$ cat src/rtl/gtx_kcode_pkg.sv
// gtx_kcode_pkg
// Shared definitions for the GTX 8b/10b framing link: the four control
// words, the K-flag patterns, the transmit FSM state encoding and a
// legality check for a (word, K-flag) pair. The transmit framer and the
// receive-side K-code check both import this package so they cannot
// drift apart.
package gtx_kcode_pkg;

   // Control words; each byte is a legal 8b/10b K character
   // (K28.5/K28.6, K28.1, K28.3/K28.4, K28.0).
   localparam logic [15:0] K_IDLE = 16'hBCDC;
   localparam logic [15:0] K_SOF  = 16'h3C3C;
   localparam logic [15:0] K_EOF  = 16'h7C9C;
   localparam logic [15:0] K_CC   = 16'h1C1C;

   // K flags: payload words carry no K byte, control words two.
   localparam logic [1:0] KF_NONE = 2'b00;
   localparam logic [1:0] KF_BOTH = 2'b11;

   typedef enum logic [1:0] {
      S_IDLE = 2'd0,
      S_DATA = 2'd1,
      S_EOF  = 2'd2,
      S_CC   = 2'd3
   } tx_state_e;

   // A word is legal on the link if it is payload (no K flags) or one of
   // the four control words flagged on both bytes. Mixed flags never occur.
   function automatic logic kword_legal(input logic [15:0] word,
                                        input logic [1:0]  k);
      logic ok;
      case (k)
         KF_NONE: ok = 1'b1;
         KF_BOTH: ok = (word == K_IDLE) || (word == K_SOF) ||
                       (word == K_EOF)  || (word == K_CC);
         default: ok = 1'b0;
      endcase
      return ok;
   endfunction

endpackage

$ cat src/rtl/gtx_cc_timer.sv
// gtx_cc_timer
// Free-running clock-correction interval timer with a sticky request flag.
// The counter runs 0..CC_PERIOD-1; every wrap raises pending. The framer
// pulses clear when it starts a CC insertion. A wrap always wins over a
// simultaneous clear, and requests never accumulate beyond one.
//
// Ports:
//   clk     - TXUSRCLK2
//   rst     - synchronous active-high reset (counter 0, pending 0)
//   clear   - acknowledge: a CC insertion is starting this cycle
//   pending - a clock-correction sequence is owed
module gtx_cc_timer #(
   parameter int CC_PERIOD = 5000
) (
   input  logic clk,
   input  logic rst,
   input  logic clear,
   output logic pending
);

   localparam logic [15:0] LAST_COUNT = 16'(CC_PERIOD - 1);

   logic [15:0] count_r;
   logic        pending_r;
   logic        wrap_s;

   assign wrap_s  = (count_r == LAST_COUNT);
   assign pending = pending_r;

   // Interval counter and sticky request flag.
   always_ff @(posedge clk) begin
      if (rst) begin
         count_r   <= 16'd0;
         pending_r <= 1'b0;
      end else begin
         if (wrap_s) begin
            count_r <= 16'd0;
         end else begin
            count_r <= count_r + 16'd1;
         end
         // Wrap takes priority so a request landing on the clear edge survives.
         if (wrap_s) begin
            pending_r <= 1'b1;
         end else if (clear) begin
            pending_r <= 1'b0;
         end else begin
            pending_r <= pending_r;
         end
      end
   end

endmodule

$ cat src/rtl/gtx_tx_framer.sv
// gtx_tx_framer
// Wraps upstream 16-bit payload into SOF ... EOF frames for a GTX
// transmitter, fills gaps with IDLE and inserts periodic clock-correction
// (CC) sequences only between frames.
//
// Ports:
//   clk       - TXUSRCLK2, all logic on the rising edge
//   rst       - synchronous active-high reset; aborts any frame in flight
//   tx_data   - payload word, byte [7:0] sent first
//   tx_valid  - tx_data/tx_last valid
//   tx_last   - current word ends the frame
//   tx_ready  - word accepted this cycle (decoded from state only)
//   gtx_tx    - registered word to GTX TXDATA
//   charisk   - registered K flags (bit0 -> [7:0], bit1 -> [15:8])
//   frame_cnt - registered count of completed frames, wraps at 16 bits
module gtx_tx_framer
   import gtx_kcode_pkg::*;
#(
   parameter int CC_PERIOD = 5000,
   parameter int CC_LEN    = 2
) (
   input  logic        clk,
   input  logic        rst,
   input  logic [15:0] tx_data,
   input  logic        tx_valid,
   input  logic        tx_last,
   output logic        tx_ready,
   output logic [15:0] gtx_tx,
   output logic [1:0]  charisk,
   output logic [15:0] frame_cnt
);

   // CC words still owed after the one emitted on leaving S_IDLE.
   localparam logic [3:0] CC_EXTRA = 4'(CC_LEN - 1);

   tx_state_e   state_r;
   tx_state_e   state_next_s;
   logic [15:0] gtx_tx_r;
   logic [15:0] gtx_tx_next_s;
   logic [1:0]  charisk_r;
   logic [1:0]  charisk_next_s;
   logic [15:0] frame_cnt_r;
   logic        frame_inc_s;
   logic [3:0]  cc_left_r;
   logic [3:0]  cc_left_next_s;
   logic        cc_clear_s;
   logic        cc_pending_s;

   gtx_cc_timer #(
      .CC_PERIOD (CC_PERIOD)
   ) u_cc_timer (
      .clk     (clk),
      .rst     (rst),
      .clear   (cc_clear_s),
      .pending (cc_pending_s)
   );

   // Upstream may only present words while a frame body is open.
   assign tx_ready  = (state_r == S_DATA);
   assign gtx_tx    = gtx_tx_r;
   assign charisk   = charisk_r;
   assign frame_cnt = frame_cnt_r;

   // Next state and next output word; the outputs are registered with the state.
   always_comb begin
      state_next_s   = state_r;
      gtx_tx_next_s  = K_IDLE;
      charisk_next_s = KF_BOTH;
      cc_left_next_s = cc_left_r;
      cc_clear_s     = 1'b0;
      frame_inc_s    = 1'b0;
      case (state_r)
         S_IDLE: begin
            // A pending CC beats a waiting frame so it is never starved.
            if (cc_pending_s) begin
               gtx_tx_next_s  = K_CC;
               cc_left_next_s = CC_EXTRA;
               cc_clear_s     = 1'b1;
               state_next_s   = S_CC;
            end else if (tx_valid) begin
               gtx_tx_next_s = K_SOF;
               state_next_s  = S_DATA;
            end else begin
               gtx_tx_next_s = K_IDLE;
            end
         end
         S_DATA: begin
            if (tx_valid) begin
               gtx_tx_next_s  = tx_data;
               charisk_next_s = KF_NONE;
               if (tx_last) begin
                  state_next_s = S_EOF;
               end else begin
                  state_next_s = S_DATA;
               end
            end else begin
               gtx_tx_next_s = K_IDLE;
            end
         end
         S_EOF: begin
            gtx_tx_next_s = K_EOF;
            frame_inc_s   = 1'b1;
            state_next_s  = S_IDLE;
         end
         S_CC: begin
            // With CC_LEN=1 nothing is owed and this cycle fills with IDLE.
            if (cc_left_r != 4'd0) begin
               gtx_tx_next_s  = K_CC;
               cc_left_next_s = cc_left_r - 4'd1;
               if (cc_left_r == 4'd1) begin
                  state_next_s = S_IDLE;
               end else begin
                  state_next_s = S_CC;
               end
            end else begin
               gtx_tx_next_s = K_IDLE;
               state_next_s  = S_IDLE;
            end
         end
         default: begin
            gtx_tx_next_s = K_IDLE;
            state_next_s  = S_IDLE;
         end
      endcase
   end

   // State, output word/flags, CC run length and frame counter registers.
   always_ff @(posedge clk) begin
      if (rst) begin
         state_r     <= S_IDLE;
         gtx_tx_r    <= K_IDLE;
         charisk_r   <= KF_BOTH;
         cc_left_r   <= 4'd0;
         frame_cnt_r <= 16'd0;
      end else begin
         state_r   <= state_next_s;
         gtx_tx_r  <= gtx_tx_next_s;
         charisk_r <= charisk_next_s;
         cc_left_r <= cc_left_next_s;
         if (frame_inc_s) begin
            frame_cnt_r <= frame_cnt_r + 16'd1;
         end else begin
            frame_cnt_r <= frame_cnt_r;
         end
      end
   end

endmodule
$ cat config.mk
export PLATFORM = sky130hd
export DESIGN_NAME = gtx_tx_framer
export DESIGN_NICKNAME = d
export VERILOG_FILES = /design/src/rtl/gtx_kcode_pkg.sv /design/src/rtl/gtx_cc_timer.sv /design/src/rtl/gtx_tx_framer.sv
export SDC_FILE = /design/constraint.sdc
export NUM_CORES = 1
export LEC_CHECK = 0
export ABC_CLOCK_PERIOD_IN_PS = 4200
export BUFFER_PORTS_ARGS = -buffer_cell sky130_fd_sc_hd__clkbuf_2
export CAP_MARGIN = 15
export CELL_PAD_IN_SITES_DETAIL_PLACEMENT = 1
export CELL_PAD_IN_SITES_GLOBAL_PLACEMENT = 2
export CORE_MARGIN = 4
export CORE_UTILIZATION = 34
export CTS_CLUSTER_SIZE = 28
export DETAILED_ROUTE_END_ITERATION = 16
export GPL_TIMING_DRIVEN = 0
export PLACE_DENSITY = 0.8
export SLEW_MARGIN = 20
export SYNTH_ARGS = -nofsm -noshare
export SYNTH_HDL_FRONTEND = slang
export SYNTH_SLANG_ARGS = --single-unit
$ cat constraint.sdc
create_clock -name clk -period 4.2 [get_ports clk]
set_clock_uncertainty 0.2 [all_clocks]
set_input_delay 0.63 -clock clk [delete_from_list [all_inputs] [get_ports clk]]
set_output_delay 0.63 -clock clk [all_outputs]
set_load 0.01 [all_outputs]
==> impl_metrics.env <==
export IMPL_status="finished, final reports clean"
export IMPL_crit_chain="clkbuf_1 -> nand2b_1 -> clkbuf_1 -> inv_1 -> clkbuf_2"
export IMPL_drc=0
export IMPL_period_minus_slack_ps=2665
export IMPL_clockRootBuffer="clkbuf_8"
export IMPL_cts_tree="yes"
export IMPL_via_count=2056
export IMPL_min_path_type="reg -> reg"
export IMPL_powerDensity_nw_per_um2=371.1
export IMPL_clkSlewWorstSetupHoldPaths_ps=100
export IMPL_postSynth_asyncResetShare_pct=0
export IMPL_start_kind="register"
export IMPL_synth_fp_nets=292
export IMPL_netlist_area_um2=2369
export IMPL_fin_crit_sh_pct=63.46
export IMPL_yosysMostFrequentCell="dfxtp_1"
export IMPL_multi_input_area_um2=1167
export IMPL_synth_seq_area_share_pct=47.33
export IMPL_cts_setup_buffers=0
export IMPL_rows=30
export IMPL_grt_pass1_vias=2113
export IMPL_port_buffers=52
export IMPL_worstPathRequired_ps=3370
export IMPL_num_fill_cells=829
export IMPL_setup_viol=0
export IMPL_vias_per_cell=4.861
export IMPL_regArea_um2=1121
export IMPL_path_common_cell="clkbuf_1"
export IMPL_critPathTopFamily="buffers and inverters"
export IMPL_place_ws_ps=1706
export IMPL_insertion_delay_ps=310
export IMPL_core_um2=6794
export IMPL_drtIter0Drc=73
export IMPL_worstSetupEndpointType="primary output"
export IMPL_diodes=0
export IMPL_tightest_slew_ps=633.9
export IMPL_slew_viol_final=0
export IMPL_worst_path_buf_inv=4
export IMPL_ys_warnings_count=0
export IMPL_slowest_stage="dfxtp_1"
export IMPL_syn_inst=267
export IMPL_grt_max_degree=19
export IMPL_drive_above_1_share_pct=20.49
export IMPL_place_gp_congestion=0.7850
export IMPL_cts_resized=0
export IMPL_crit_path_max_fanout=10
export IMPL_antenna_found_initial=0
export IMPL_synth_largest_area_cell="dfxtp_1"
export IMPL_die_h_um=91.47
export IMPL_maxSlewHeadroom_pct=57.65
export IMPL_design_area_um2=2887
export IMPL_worstPathArrival_ps=1840
export IMPL_start_util_pct=34.86
export IMPL_grt_overflow=0
export IMPL_hold_buffers=0
export IMPL_syn2layout_area_growth_pct=21.87
export IMPL_grtUsageTotal_pct=14.86
export IMPL_synth_ff_type="dfxtp_1"
export IMPL_synth_common_cells="dfxtp_1, nor2_1, nand2_1"
export IMPL_finalWorstSetupSlack_ps=1535
export IMPL_cpPeakStageDelay_ps=410
export IMPL_synth_seq_cells=56
export IMPL_p_leak_uw=0.001097
export IMPL_clock_sinks=56
export IMPL_max_cap_viol_count=0
export IMPL_dieArea_um2=8366
export IMPL_wl_um=5823
export IMPL_synth_edff_count=0
export IMPL_wl_per_cell_um=13.77
export IMPL_setup_tns_final_ps=0
export IMPL_synth_area_leaders="dfxtp_1, nor2_1, xnor2_1"
export IMPL_ant_nets=0
export IMPL_cts_max_path_buffers=2
export IMPL_cts_inserted_buffers=5
export IMPL_fin_nets=351
export IMPL_synth_distinct_cells=40
export IMPL_ios=55
export IMPL_synth_top_area_share_pct=47.33
export IMPL_grt_pass1_wl_um=10230
export IMPL_hold_viol=0
export IMPL_rsz0062_at_grt="no"
export IMPL_die_w_um=91.47
export IMPL_fin_hold_ws_ps=273.4
export IMPL_syn_area_per_cell_um2=8.871
export IMPL_fmax_ghz=0.3752
export IMPL_critPathKind="reg -> out"
export IMPL_dpl_hpwl_um=4418
export IMPL_drtPass1Iterations=4
export IMPL_dpl_cell_area_um2=2749
export IMPL_vdd_ir_drop_max_mv=0.1538
export IMPL_cts_htree_levels=2
## power by group
group	total, uW	leakage (uW)	switching (uW)	internal, uW
clock network	422	0.0000687	182	240
registers	559	0.000454	11.7	547
logic	90.8	0.000574	54.3	36.5
## stage by stage
step                      cells  power [uW]  util, %
after floorplan             267       624.3        -
after global placement      415       661.8    40.46
after detailed placement    415       663.8    40.46
after CTS                   423        1088    42.49
after global routing        423        1120    42.49
final                       423        1071    42.49
## metal layers
layer	GRT usage [%]	vias to the layer above	routed length, um
met4	4.774	0	70
met5	0	-	0
li1	-	1051	-
met2	23.68	29	2759
met3	3.148	7	210
met1	19.96	969	2782
## worst paths after layout
check                         from                endpoint  slack [ps]  cells past startpoint
min reg2reg           cc_left_r[1]            cc_left_r[1]         270                      2
max                     state_r[1]                tx_ready        1530                      5
max reg2reg  u_cc_timer.count_r[0]  u_cc_timer.count_r[12]        1700                      8
min                   cc_left_r[1]            cc_left_r[1]         270                      2
## sequential cells by signal, indices dropped and copies added (netlist names)
name	cells
frame_cnt	16
gtx_tx	16
u_cc_timer.count_r	16
cc_left_r	4
state_r	2
charisk	1
u_cc_timer.pending	1
## placed cells by master (no fill, tap or decap), types with 9 or more instances in the layout
cell / count
xor2_1: 9
nand2_1: 16
xnor2_1: 14
nand4_1: 9
nor2_1: 35
clkbuf_1: 11
o21ai_0: 9
clkbuf_2: 52
or3_1: 11
a21oi_1: 14
dfxtp_1: 56
nand3_1: 11
## worst reg2reg max path: stages (launching register included)
cell	delay (ps)
dfxtp_1	430
ha_1	170
clkbuf_1	310
nor4bb_1	340
nand4b_1	170
nand2b_1	100
clkbuf_1	280
buf_2	310
nor2_1	80
## kinds of logic (layout without fill, tap and decap cells)
family,count (synthesis),count (layout),synth area share [%]
simple gates,129,129,29.69
flops,56,56,47.33
compound gates,33,33,8.029
xor+xnor,23,23,8.505
buf+inv,20,80,3.381
fa+ha+maj,5,5,2.641
mux,1,1,0.4226
## cell type report
cell class | instances | area share, %
clock buffers | 5 | 2.384
flip-flops and latches | 56 | 38.84
well taps | 96 | 4.161
clock inverters | 3 | 2.384
repair buffers | 52 | 9.016
multi-input cells | 191 | 40.44
inverters | 7 | 0.9103
plain buffers | 13 | 1.864
(Power assumes the default switching activity.)
